===== config.mk =====
export PLATFORM = sky130hd
export DESIGN_NAME = nibble_selector_stream
export DESIGN_NICKNAME = d
export VERILOG_FILES = /design/src/rtl/nibble_selector_stream.sv
export SDC_FILE = /design/constraint.sdc
export NUM_CORES = 1
export LEC_CHECK = 0
export ABC_CLOCK_PERIOD_IN_PS = 3700
export CELL_PAD_IN_SITES_DETAIL_PLACEMENT = 1
export CELL_PAD_IN_SITES_GLOBAL_PLACEMENT = 2
export CORE_MARGIN = 4
export CORE_UTILIZATION = 39
export DETAILED_ROUTE_END_ITERATION = 7
export HOLD_SLACK_MARGIN = 0.03
export PLACE_DENSITY = 0.9
export SLEW_MARGIN = 30
export SYNTH_ARGS = -nofsm -noshare
export SYNTH_HDL_FRONTEND = slang
export SYNTH_SLANG_ARGS = --single-unit

===== constraint.sdc =====
create_clock -name CLK -period 3.7 [get_ports CLK]
set_clock_uncertainty 0.2 [all_clocks]
set_input_delay 0.925 -clock CLK [delete_from_list [all_inputs] [get_ports CLK]]
set_output_delay 0.925 -clock CLK [all_outputs]
set_load 0.02 [all_outputs]

===== src/rtl/nibble_selector_stream.sv =====
// Per-lane nibble selector with valid/ready flow control and a scan mode that
// walks every lane's nibble index across NIBS beats for a single request.
module nibble_selector_stream #(
   parameter  int DATA_W = 32,
   parameter  int NIB_W  = 4,
   parameter  int LANES  = 4,
   localparam int NIBS   = DATA_W / NIB_W,
   localparam int IDX_W  = $clog2(NIBS)
) (
   input  logic                     CLK,
   input  logic                     RESET_L,
   input  logic                     IN_VALID,
   output logic                     IN_READY,
   input  logic [DATA_W-1:0]        DATA_A,
   input  logic [DATA_W-1:0]        DATA_B,
   input  logic [LANES*IDX_W-1:0]   SL_SEL_A,
   input  logic [LANES*IDX_W-1:0]   SL_SEL_B,
   input  logic [LANES-1:0]         SL_SEL,
   input  logic                     SCAN_MODE,
   output logic                     OUT_VALID,
   input  logic                     OUT_READY,
   output logic [LANES*NIB_W-1:0]   NIBBLE_OUT,
   output logic [IDX_W-1:0]         OUT_BEAT,
   output logic                     OUT_LAST,
   output logic                     dbg_state
);

   typedef enum logic {IDLE = 1'b0, SCAN = 1'b1} state_t;

   localparam logic [IDX_W-1:0] LAST_IDX = IDX_W'(NIBS - 1);

   // Handshake: a transfer happens on a rising edge where valid && ready are
   // both high; the output register may be reloaded in that same cycle.
   state_t                   state, state_d;
   logic [IDX_W-1:0]         cnt, cnt_d;
   logic [DATA_W-1:0]        hold_a, hold_a_d, hold_b, hold_b_d;
   logic [LANES*IDX_W-1:0]   hold_sa, hold_sa_d, hold_sb, hold_sb_d;
   logic [LANES-1:0]         hold_sel, hold_sel_d;
   logic                     valid_d, last_d;
   logic [LANES*NIB_W-1:0]   nib_d;
   logic [IDX_W-1:0]         beat_d;
   logic                     out_free, accept;

   function automatic logic [LANES*NIB_W-1:0] pick(
      input logic [DATA_W-1:0]      a,
      input logic [DATA_W-1:0]      b,
      input logic [LANES*IDX_W-1:0] sa,
      input logic [LANES*IDX_W-1:0] sb,
      input logic [LANES-1:0]       s,
      input logic [IDX_W-1:0]       k
   );
      logic [LANES*NIB_W-1:0] r;
      logic [IDX_W-1:0]       idx;
      logic [DATA_W-1:0]      src;
      r = '0;
      for (int i = 0; i < LANES; i++) begin
         src = s[i] ? b : a;
         // IDX_W-bit add gives the wrap-around for free
         idx = (s[i] ? sb[i*IDX_W +: IDX_W] : sa[i*IDX_W +: IDX_W]) + k;
         r[i*NIB_W +: NIB_W] = src[int'(idx)*NIB_W +: NIB_W];
      end
      return r;
   endfunction

   assign out_free  = !OUT_VALID || OUT_READY;
   assign IN_READY  = RESET_L && (state == IDLE) && out_free;
   assign accept    = IN_VALID && IN_READY;
   assign dbg_state = state;

   always_comb begin
      state_d    = state;
      cnt_d      = cnt;
      hold_a_d   = hold_a;
      hold_b_d   = hold_b;
      hold_sa_d  = hold_sa;
      hold_sb_d  = hold_sb;
      hold_sel_d = hold_sel;
      valid_d    = OUT_VALID;
      last_d     = OUT_LAST;
      nib_d      = NIBBLE_OUT;
      beat_d     = OUT_BEAT;
      case (state)
         IDLE: begin
            if (accept) begin
               nib_d   = pick(DATA_A, DATA_B, SL_SEL_A, SL_SEL_B, SL_SEL, '0);
               valid_d = 1'b1;
               beat_d  = '0;
               last_d  = !SCAN_MODE;
               if (SCAN_MODE) begin
                  hold_a_d   = DATA_A;
                  hold_b_d   = DATA_B;
                  hold_sa_d  = SL_SEL_A;
                  hold_sb_d  = SL_SEL_B;
                  hold_sel_d = SL_SEL;
                  cnt_d      = IDX_W'(1);
                  state_d    = SCAN;
               end
            end else if (OUT_READY) begin
               valid_d = 1'b0;
            end
         end
         SCAN: begin
            if (out_free) begin
               nib_d   = pick(hold_a, hold_b, hold_sa, hold_sb, hold_sel, cnt);
               valid_d = 1'b1;
               beat_d  = cnt;
               last_d  = (cnt == LAST_IDX);
               cnt_d   = cnt + 1'b1;
               if (cnt == LAST_IDX) state_d = IDLE;
            end
         end
         default: state_d = IDLE;
      endcase
   end

   always_ff @(posedge CLK or negedge RESET_L) begin
      if (!RESET_L) begin
         state      <= IDLE;
         cnt        <= '0;
         hold_a     <= '0;
         hold_b     <= '0;
         hold_sa    <= '0;
         hold_sb    <= '0;
         hold_sel   <= '0;
         OUT_VALID  <= 1'b0;
         OUT_LAST   <= 1'b0;
         NIBBLE_OUT <= '0;
         OUT_BEAT   <= '0;
      end else begin
         state      <= state_d;
         cnt        <= cnt_d;
         hold_a     <= hold_a_d;
         hold_b     <= hold_b_d;
         hold_sa    <= hold_sa_d;
         hold_sb    <= hold_sb_d;
         hold_sel   <= hold_sel_d;
         OUT_VALID  <= valid_d;
         OUT_LAST   <= last_d;
         NIBBLE_OUT <= nib_d;
         OUT_BEAT   <= beat_d;
      end
   end

endmodule


==> flow_metrics.tcl, run 1 <==
set metrics [dict create \
    p_per_area_nw_per_um2 1020 \
    critPathKind "primary input to output port" \
    synth-edff-count 0 \
    io_buffers 119 \
    sw_frac_of_total_pct 42.1 \
    tightest_slew_ps 854 \
    grt_max_degree 65 \
    postSynthNetCount 841 \
    grt_setup_unrepaired "false" \
    tns_ps 0 \
    critPathLaunchType "primary input" \
    crit_arrival_ps 2410 \
    cts_root_buf "clkbuf_16" \
    r2r_slack_ps 370 \
    crit_slowest_cell "clkdlybuf4s50_1" \
    post_drt_via_cell_ratio 6.63 \
    syn_area_sq_um 9560 \
    synth_cells 734 \
    final_max_slew_viol_count 0 \
    wirelength_mm 37.1 \
    vias 7917 \
    ys_types 53 \
    yosys.area_share.simple_pct 6.99 \
    cts_tree "built" \
    ir_drop_v 0.000560 \
    ff2ff_path_depth 9 \
    netlist.area_leader.share_pct 30.6 \
    pin_count 120 \
    critical_path.top_delay_family "buffers and inverters" \
    ys_top_cells_by_count "dfrtp_1, mux2i_1, mux4_2" \
    critPathMaxFanout 5 \
    path_buf_inv 2 \
    p_leak_nw 4.76 \
    p_int_mw 7.00 \
    clk_pin_slew_ps 60 \
    numCtsBuffers 17 \
    antenna_left 0 \
    cts_hold_buffers 0 \
    p_total_mw 12.1 \
    crit_path_max_incr_delay_ps 600 \
    finalSetupViolations 0 \
    dr.pass1.iters 5 \
    synth.area.mux_share_pct 46.7 \
    synthFlopType "dfrtp_1" \
    diodes 0 \
    synth.most_common_cell "dfrtp_1" \
    core_sq_um 24200 \
    crit_chain "clkdlybuf4s50_1, nor2b_4, nor2_1, and2_1, clkdlybuf4s50_1" \
    reg2reg_to "NIBBLE_OUT[3]" \
    rr_startpoint "hold_sel[0]" \
    maxCapViolCount 0 \
    clockPowerShare_pct 14.3 \
    clockBufferDepth 2 \
    drc_errors 0 \
    start_util_pct 39.4 \
    fin_nets 965 \
    antenna_found_initial 0 \
    drive_gt1_share_pct 31.8 \
    gp_congestion 0.975 \
    post-route-min-period_ps 3530 \
    hold_class "primary input to async pin" \
    die_area_sq_um 27100 \
    status "completed" \
    synth_compound_area_share_pct 8.33 \
    seq_area_frac_synth_pct 30.6 \
    yosys.area.top_type "dfrtp_1" \
    grt_first_pass_wirelength_mm 54.8 \
    die_h_um 165 \
    synth_warnings 0 \
    maxSlewHeadroom_pct 41.6 \
    cp-end-kind "output port" \
    synth-seq-cells 117 \
    ctsResizeCount 0 \
    hold_viol_final 0 \
    grt_overflow 0 \
    synth_xor_area_share_pct 1.52 \
    avgSynthCellArea_sq_um 13.0 \
    track_usage_pct 27.8 \
    drtIter0Drc 732 \
    path_common_cell "clkdlybuf4s50_1" \
    htreeDepth 4 \
    period_share_pct 95.5 \
    avgRoutedWirePerCell_um 31.1 \
    cts_sinks 117 \
    synth_fa_ha_area_share_pct 1.62 \
    area_delta_synth_final_pct 23.3 \
    synthTopCellsByArea "dfrtp_1, mux4_2, mux2i_1, mux2_4, mux2_2" \
    p_seq_share_pct 22.0 \
    p_comb_share_pct 63.7 \
    switching_power_mw 5.08 \
    clock_latency_ps 430 \
    row_count 57 \
    die_w_um 165 \
    first_global_vias 8438 \
    clock.fmax_mhz 283 \
    synthArstFlopShare_pct 100 \
    synth_top_family_by_area "multiplexers" \
    dp_hpwl_mm 26.7 \
    cts_setup_buffers 0 \
    required_ps 2570 \
]
[power groups by stage]
stage / clock, mW / sequential (mW) / combinational [mW]
after floorplan: 0 / 2.50 / 5.05
final: 1.73 / 2.66 / 7.69
after global placement: 0 / 2.55 / 7.25
after global routing: 1.80 / 2.75 / 7.94
after CTS: 1.74 / 2.64 / 7.57
after detailed placement: 0 / 2.63 / 7.46
[cell type report]
type,instances,area [sq um]
well taps,324,405
flip-flops and latches,117,2930
multi-input cells,547,6240
clock buffers,22,474
clock inverters,10,128
fillers,2498,12500
repair buffers,168,1580
inverters,7,26.3
[sequential cells by signal, summed over array words and instances, names as in the netlist]
register,cells
hold_a,32
hold_b,32
NIBBLE_OUT,16
hold_sa,12
hold_sb,12
hold_sel,4
OUT_BEAT,3
cnt,3
OUT_LAST,1
OUT_VALID,1
dbg_state,1
[metal layers]
metal	track usage, %	vias to the layer above	wire length [um]
met5	0	-	0
met4	13.8	0	1790
met3	6.16	119	3040
met2	46.0	444	18400
met1	34.3	4163	13900
li1	-	3191	-
[stage by stage]
step / setup WS, ps / cells / utilization, % / area, sq um / hold slack (ps)
finish: 166 / 1195 / 48.6 / 11800 / 131
global route: 90.1 / 1195 / 48.6 / 11800 / 139
CTS: 159 / 1195 / 48.6 / 11800 / 125
detailed placement: 162 / 1163 / 46.1 / 11200 / 294
global placement: 172 / 1163 / 46.1 / 11200 / 289
floorplan: 632 / 734 / - / 9560 / 276
[cells by family after synthesis]
family / after synthesis
adders and majority gates: 10
muxes: 292
xor gates and xnor gates: 8
and+or+nand+nor: 125
DFF: 117
buffers and inverters: 70
AOI/OAI and AO/OA: 112
[placed cells by master (no fill, tap or decap), types with 4 or more instances in the layout]
cell and count:
nand3b_1 5, fa_1 4, a211oi_1 27, nor4_1 10, mux2_4 47, ha_1 6
o221a_1 4, a21oi_1 19, o221ai_1 4, mux2_2 55, clkdlybuf4s50_1 118, o22ai_1 19
clkinv_2 6, nand3_1 11, a2111oi_0 5, dfrtp_1 117, nor2b_1 22, nor2_1 24
nor3_1 9, inv_1 7, mux4_1 18, clkbuf_16 17, nand2_1 28, mux2i_1 94
o21ai_0 15, buf_4 48, mux4_2 75
[worst max path at each step]
stage | startpoint | to | slack (ps) | cells past startpoint
6_report | OUT_READY | IN_READY | 170 | 5
5_1_grt | OUT_READY | IN_READY | 90 | 5
4_1_cts | OUT_READY | IN_READY | 160 | 5
3_5_place_dp | OUT_READY | IN_READY | 160 | 5
3_3_place_gp | OUT_READY | IN_READY | 170 | 5
2_1_floorplan | hold_sel[2] | NIBBLE_OUT[11] | 630 | 12
No activity file was read; power rests on OpenSTA's default activity.
==> run 2, diff against run 1 <==
--- a/config.mk
+++ b/config.mk
@@ -17,3 +17,4 @@
 export SYNTH_ARGS = -nofsm -noshare
 export SYNTH_HDL_FRONTEND = slang
 export SYNTH_SLANG_ARGS = --single-unit
+export TNS_END_PERCENT = 30
==> results of run 2 <==
Same layout as run 1: the final DEF is identical, and so are final timing and power.
